### src/rtl/imem_boot_loader.sv
// rtl/imem_boot_loader.sv - byte-stream program loader that fills instruction memory and releases the core
module imem_boot_loader #(
    parameter int unsigned ADDR_W    = 8,
    parameter logic [31:0] BASE_ADDR = 32'h0
) (
    input  logic        Clk,
    input  logic        reset,
    input  logic        in_valid,
    input  logic [7:0]  in_data,
    output logic        in_ready,
    output logic        imem_we,
    output logic [31:0] imem_addr,
    output logic [31:0] imem_wdata,
    output logic        cpu_reset,
    output logic        done,
    output logic        err
);

    typedef enum logic [2:0] {HDR0, HDR1, DATA, CSUM, DONE, ERR} state_t;

    localparam logic [16:0] CAP = 17'(1) << ADDR_W;
    localparam int unsigned PAD = 17 - ADDR_W;

    state_t              state_q;
    logic [15:0]         len_q;
    logic [7:0]          csum_q;
    logic [1:0]          byte_cnt_q;
    logic [ADDR_W-1:0]   word_idx_q;
    logic [23:0]         word_buf_q;
    logic                in_ready_q;
    logic                imem_we_q;
    logic [31:0]         imem_addr_q;
    logic [31:0]         imem_wdata_q;
    logic                cpu_reset_q;
    logic                done_q;
    logic                err_q;

    logic                accept;
    logic [15:0]         len_d;
    logic [7:0]          csum_d;
    logic [31:0]         word_d;
    logic [31:0]         addr_d;
    logic                last_word;

    assign accept    = in_valid & in_ready_q;
    assign len_d     = {in_data, len_q[7:0]};
    assign csum_d    = csum_q ^ in_data;
    assign word_d    = {in_data, word_buf_q};
    assign addr_d    = BASE_ADDR + {{(30-ADDR_W){1'b0}}, word_idx_q, 2'b00};
    // Widened compare so a full-capacity image (N == 2**ADDR_W) is detected before k wraps.
    assign last_word = (({{PAD{1'b0}}, word_idx_q} + 17'd1) == {1'b0, len_q});

    always_ff @(posedge Clk or posedge reset) begin
        if (reset) begin
            state_q      <= HDR0;
            len_q        <= '0;
            csum_q       <= '0;
            byte_cnt_q   <= '0;
            word_idx_q   <= '0;
            word_buf_q   <= '0;
            in_ready_q   <= 1'b1;
            imem_we_q    <= 1'b0;
            imem_addr_q  <= BASE_ADDR;
            imem_wdata_q <= '0;
            cpu_reset_q  <= 1'b1;
            done_q       <= 1'b0;
            err_q        <= 1'b0;
        end else begin
            imem_we_q <= 1'b0;
            case (state_q)
                HDR0: if (accept) begin
                    len_q[7:0] <= in_data;
                    csum_q     <= csum_d;
                    state_q    <= HDR1;
                end
                HDR1: if (accept) begin
                    len_q  <= len_d;
                    csum_q <= csum_d;
                    if ({1'b0, len_d} > CAP) begin
                        state_q    <= ERR;
                        in_ready_q <= 1'b0;
                        err_q      <= 1'b1;
                    end else if (len_d == 16'd0) begin
                        state_q <= CSUM;
                    end else begin
                        state_q <= DATA;
                    end
                end
                DATA: if (accept) begin
                    csum_q     <= csum_d;
                    byte_cnt_q <= byte_cnt_q + 2'd1;
                    if (byte_cnt_q == 2'd3) begin
                        imem_we_q    <= 1'b1;
                        imem_addr_q  <= addr_d;
                        imem_wdata_q <= word_d;
                        word_idx_q   <= word_idx_q + 1'b1;
                        if (last_word) begin
                            state_q <= CSUM;
                        end
                    end else begin
                        word_buf_q <= {in_data, word_buf_q[23:8]};
                    end
                end
                CSUM: if (accept) begin
                    in_ready_q <= 1'b0;
                    if (in_data == csum_q) begin
                        state_q     <= DONE;
                        done_q      <= 1'b1;
                        cpu_reset_q <= 1'b0;
                    end else begin
                        state_q <= ERR;
                        err_q   <= 1'b1;
                    end
                end
                DONE: ;
                ERR:  ;
                default: begin
                    state_q    <= ERR;
                    in_ready_q <= 1'b0;
                    err_q      <= 1'b1;
                end
            endcase
        end
    end

    assign in_ready   = in_ready_q;
    assign imem_we    = imem_we_q;
    assign imem_addr  = imem_addr_q;
    assign imem_wdata = imem_wdata_q;
    assign cpu_reset  = cpu_reset_q;
    assign done       = done_q;
    assign err        = err_q;

endmodule

### config.mk
export PLATFORM = sky130hd
export DESIGN_NAME = imem_boot_loader
export DESIGN_NICKNAME = d
export VERILOG_FILES = /design/src/rtl/imem_boot_loader.sv
export SDC_FILE = /design/constraint.sdc
export NUM_CORES = 1
export LEC_CHECK = 0
export ABC_AREA = 1
export CELL_PAD_IN_SITES_DETAIL_PLACEMENT = 2
export CELL_PAD_IN_SITES_GLOBAL_PLACEMENT = 2
export CORE_MARGIN = 3
export CORE_UTILIZATION = 30
export CTS_BUF_LIST = sky130_fd_sc_hd__clkbuf_4 sky130_fd_sc_hd__clkbuf_8 sky130_fd_sc_hd__clkbuf_16
export CTS_CLUSTER_SIZE = 40
export DETAILED_ROUTE_END_ITERATION = 8
export PLACE_DENSITY_LB_ADDON = 0.12
export SYNTH_ARGS = -nofsm -noshare
export SYNTH_HDL_FRONTEND = slang
export SYNTH_SLANG_ARGS = --single-unit
### constraint.sdc
create_clock -name Clk -period 3.8 [get_ports Clk]
set_clock_uncertainty 0.15 [all_clocks]
set_input_delay 0.76 -clock Clk [delete_from_list [all_inputs] [get_ports Clk]]
set_output_delay 0.76 -clock Clk [all_outputs]
set_load 0.005 [all_outputs]
# Word level (Yosys, flattened, before mapping)
# Index checks and enable logic that the tools add are counted.
dict set report totals {
  input_bits 11
  register_bits 106
  output_inout_bits 69
  word_cells 79
  latch_bits 0
  ramBits 0
  n_memories 0
  mem_bits_ro 0
}
dict set report op_classes {
  n_reduce_logical 15
  order_cmp 1
  eq_ne 16
  n_shift 0
  mux 24
  add_sub_neg 3
  bitwise 6
  n_div 0
  mul 0
}
# operator n
set ops {}
lappend ops {{2-to-1 mux 3 bit} 7}
lappend ops {{== test 9 x 16 -> 1 bit} 1}
lappend ops {{greater-than comparator 16 x 9 -> 1 bit (second input constant)} 1}
lappend ops {{zero test 16 bit} 1}
lappend ops {{!= test 2 bit (second input constant)} 8}
lappend ops {{one-hot mux 8 bit (2 select lines)} 1}
lappend ops {{one-hot mux 3 bit (5 select lines)} 1}
lappend ops {{2-to-1 mux 1 bit} 12}
lappend ops {{AND reduction 3 bit} 4}
lappend ops {{adder 8 x 1 -> 9 bit (second input constant)} 1}
lappend ops {{adder 8 x 1 -> 8 bit (second input constant)} 1}
lappend ops {{== test 8 bit} 1}
lappend ops {{2-to-1 mux 8 bit} 1}
lappend ops {{bitwise XOR 8 bit} 1}
lappend ops {{AND reduction 7 bit} 1}
lappend ops {{== test 3 x 2 -> 1 bit (second input constant)} 2}
lappend ops {{== test 3 bit (second input constant)} 2}
lappend ops {{one-hot mux 1 bit (3 select lines)} 2}
lappend ops {{AND reduction 2 bit} 3}
lappend ops {{AND reduction 5 bit} 1}
lappend ops {{inverter 1 bit} 4}
lappend ops {{AND reduction 4 bit} 1}
lappend ops {{OR reduction 4 bit} 1}
lappend ops {{== test 3 x 1 -> 1 bit (second input constant)} 1}
lappend ops {{6 further kinds} 6}

# Logic depth before layout (Yosys ltp)
dict set report logic_depth {
  depth_word 6
  ltp_mapped 14
  ltp_nobuf 14
}

# Least setup slack after synthesis
# No wires, ideal clock.
dict set report synth_path {
  kind {input to register}
  start {input port in_valid}
  end {register word_buf_q[10]}
  arrival_ns 1.606
  setup_time_ns 0.125
  path_stages 5
  setup_slack_ns 1.919
  path_cell_list {nand2_1 nor2_4 nand2_2 buf_6 mux2_4}
}
dict set report synth_via {
  elab_chain_len 2
}
# item line
set synth_rtl {}
lappend synth_rtl {{start: declaration} 8} ;# input logic in_valid,
lappend synth_rtl {{bitwise AND 1 bit} 45} ;# assign accept = in_valid & in_ready_q;
lappend synth_rtl {{AND reduction 3 bit (no line)} --}
lappend synth_rtl {{end signal: assignment} 101} ;# word_buf_q <= {in_data, word_buf_q[23:8]};
lappend synth_rtl {{end: declaration} 29} ;# logic [23:0] word_buf_q;
# No other way between the ends.
# A chain may end at the register's enable or synchronous reset.

# Worst setup path after layout
dict set report layout_path {
  start {input port in_valid}
  end {register imem_wdata_q[21], in the netlist imem_wdata[21]}
}
dict set report layout_via {
  elab_chain_len 2
}
# item line
set layout_rtl {}
lappend layout_rtl {{bitwise AND 1 bit} 45}
lappend layout_rtl {{AND reduction 3 bit (no line)} --}
lappend layout_rtl {{end signal: assignment} 95} ;# imem_wdata_q <= word_d;
lappend layout_rtl {{end: declaration} 33} ;# logic [31:0] imem_wdata_q;
# No other way between the ends.

==> metrics.yaml <==
timing:
  tns_ns: 0
  post-route-period-util_pct: 63.3
  layout_min_cycle_time_ns: 2.41
  hold_viol: 0
  max_freq_ghz: 0.416
  final-setup-viol-count: 0
  rsz0062_at_grt: "no"
  tightest_slew_ns: 0.742
  final_max_slew_viol_count: 0
  relSlewSlack_pct: 50.4
floorplanning:
  dieArea_um2: 17900
  row_count: 46
  fp.dieH_um: 134
  die_x_um: 134
  start_util_pct: 30.7
  core_area_um2: 15900
  io_pins: 80
synthesis:
  synth-async-reset-ratio_pct: 100
  avgSynthCellArea_um2: 9.23
  seq_area_frac_synth_pct: 54.3
  synth_top_area_share_pct: 53.2
  yosysTopAreaCell: "dfrtp_1"
  syn-cell-area_um2: 4890
  syn_inst: 530
  yosys_warnings: 0
  synthMostInstantiatedCell: "nand2_1"
  synth_edf_count: 0
  netlist_top_cells_count: "187 x nand2_1, 104 x dfrtp_1, 41 x inv_1, 28 x o21ai_0, 25 x nor2_1"
  yosys_register_bits: 106
  yosys-top-cells-area: "dfrtp_1 53%, nand2_1 14%, mux2_4 4.3%"
  synthFlopType: "dfrtp_1"
  yosysUniqueCellTypes: 35
global_route:
  grt_max_degree: 47
  grt_pass1_wl_um: 21400
  track_usage_pct: 15.0
  overflow: 0
  grt_pass1_vias: 4090
  grt_antenna_before_repair: 0
detailed_routing:
  firstDrtPassIters: 4
  drc: 0
  routed_via_density: 4.51
  postRouteAntennaNets: 0
  drt-total-wl_um: 12400
  route.vias.total: 3642
  avgRoutedWirePerCell_um: 15.4
  drtIter0Drc: 105
setup_path:
  crit_required_ns: 3.94
  arrival_ns: 2.55
  crit_fanout: 24
  setup.worst_path.class: "primary input to flip-flop"
  path_buf_inv: 4
  slowest_stage: "inv_2"
  path_cells: "clkdlybuf4s50_1 -> nand2_1 -> nor2_4 -> inv_2 -> nor2_8 -> inv_2 -> buf_4 -> nand2_1 -> nand2_1"
  cpPeakStageDelay_ns: 0.42
  crit_top_cell: "nand2_1"
  critPathTopFamily: "buffers and inverters"
  worstSetupEndpointType: "flip-flop"
  start_kind: "primary input"
run_status:
  status: "complete, no violations"
final_layout:
  fin_nets: 599
  multi_input_area_um2: 1870
  antenna_cells: 0
  post-route-util_pct: 36.7
  syn2layout_area_growth_pct: 19.5
  drive_above_1_share_pct: 13.0
  instances_no_fill: 807
  regArea_um2: 2660
  nFillCells: 1745
worst_hold_path:
  min_path_type: "flip-flop to flip-flop"
placed_design:
  place_congestion: 0.746
  numPortBuffers: 55
  dp.cells: 791
  hpwl_um: 9330
clock_tree:
  cts_setup_buffers: 0
  cts_hold_buf: 0
  clock_path_buffers: 2
  clk_pin_slew_worst_paths_ns: 0.07
  clockRootBuffer: "clkbuf_16"
  post_cts_resized: 0
  numCtsBuffers: 9
  htree_levels: 3
  clk_latency_ns: 0.35
  clkSinkCount: 106
  cts_tree: "yes"
power:
  switchingPower_mw: 0.497
  pwr-share-comb_pct: 3.1
  p_sw_share_pct: 23.4
  leakagePower_nw: 3.01
  peakVddDrop_mv: 0.232
  power_density_nw_per_um2: 363
  power.share.clock_pct: 43.8
  p_int_mw: 1.62
  pwr-share-seq_pct: 53.1
flow_run:
  drv_cap: 0
[worst paths after layout]
check | startpoint | endpoint | slack (ns) | cells past startpoint
max | in_valid | imem_wdata[21]$_DFFE_PP0P_ | 1.39 | 9
min | cpu_reset$_DFFE_PP1P_ | cpu_reset$_DFFE_PP1P_ | 0.31 | 2
max reg2reg | in_ready$_DFFE_PP1P_ | word_buf_q[0]$_DFFE_PP0P_ | 1.72 | 4
min reg2reg | cpu_reset$_DFFE_PP1P_ | cpu_reset$_DFFE_PP1P_ | 0.31 | 2
max in group asynchronous | reset | in_ready$_DFFE_PP1P_ | 1.97 | 3
min in group asynchronous | reset | word_buf_q[3]$_DFFE_PP0P_ | 0.72 | 2
[layout by cell type, fill, tap and decap left out, drive strengths merged]
| master | netlist | layout |
|---|---|---|
| clkinv | 0 | 1 |
| nor2 | 30 | 30 |
| nor3 | 2 | 2 |
| clkdlybuf4s50 | 0 | 55 |
| clkbuf | 3 | 11 |
| dfstp | 2 | 2 |
| nand4 | 3 | 3 |
| nand3b | 1 | 1 |
| xor2 | 10 | 10 |
| conb | 1 | 24 |
| or2 | 1 | 1 |
| dfrtp | 104 | 104 |
| nand2 | 194 | 194 |
| ha | 2 | 2 |
| a21oi | 2 | 2 |
| o211ai | 1 | 1 |
| o2111ai | 1 | 1 |
| nor4 | 2 | 2 |
| nand3 | 21 | 21 |
| inv | 43 | 47 |
| mux2 | 16 | 16 |
| o21bai | 2 | 2 |
| o21ai | 53 | 53 |
| buf | 36 | 6 |
[per-layer routing]
metal,track usage [%],part of all wire (%),vias to the layer above
met3,2.27,2.6,12
li1,-,-,1733
met5,0,0,-
met2,26.1,49,56
met1,19.2,46,1841
met4,5.14,1.6,0
[power by group through the flow]
stage / Combinational [mW] / Sequential, mW / Clock, mW
floorplan: 0.0515 / 1.15 / 0
global placement: 0.0657 / 1.15 / 0
detailed placement: 0.0677 / 1.15 / 0
CTS: 0.0680 / 1.13 / 0.968
global route: 0.0755 / 1.13 / 1.01
finish: 0.0651 / 1.13 / 0.929
[area by class of cell]
class,count,area share (%)
multi-input combinational,365,32.0
timing repair buffer,61,10.2
tap,216,4.62
clock inverter,5,0.749
clock buffer,11,4.22
inverter,43,2.80
sequential,106,45.4
[cells by family (layout without fill, tap and decap cells)]
group | Yosys count | count (layout) | synth area share, %
other | 1 | 24 | 0.0767
adder cells (fa/ha/maj) | 2 | 2 | 0.512
flip-flops | 106 | 106 | 54.3
multiplexers | 16 | 16 | 4.76
XOR/XNOR | 10 | 10 | 1.79
buffers and inverters | 82 | 120 | 9.21
AO/OA/AOI/OAI | 59 | 59 | 7.80
AND/OR/NAND/NOR | 254 | 254 | 21.6
[metrics by stage]
step           worst slack (ns)  area, um2  hold slack, ns  total power, mW
2_1_floorplan             0.104       4980           0.283             1.20
3_3_place_gp               1.04       5560           0.282             1.22
3_5_place_dp               1.00       5560           0.299             1.22
4_1_cts                    1.38       5850           0.313             2.16
5_1_grt                    1.23       5850           0.336             2.21
6_report                   1.39       5850           0.305             2.12
[flip-flops by register name, summed over array words and instances (netlist names)]
register    count
byte_cnt_q      2
err             1
imem_wdata     32
imem_addr       8
state_q         3
csum_q          8
done            1
word_idx_q      8
imem_we         1
cpu_reset       1
in_ready        1
len_q          16
word_buf_q     24
[worst reg2reg max path, cell delays in order, from the launching register on]
cell and delay, ns:
dfstp_2 0.55, nand2_1 0.15, nor2_4 0.20, nand2_2 0.44
mux2_4 0.48
(Power assumes the default switching activity.)
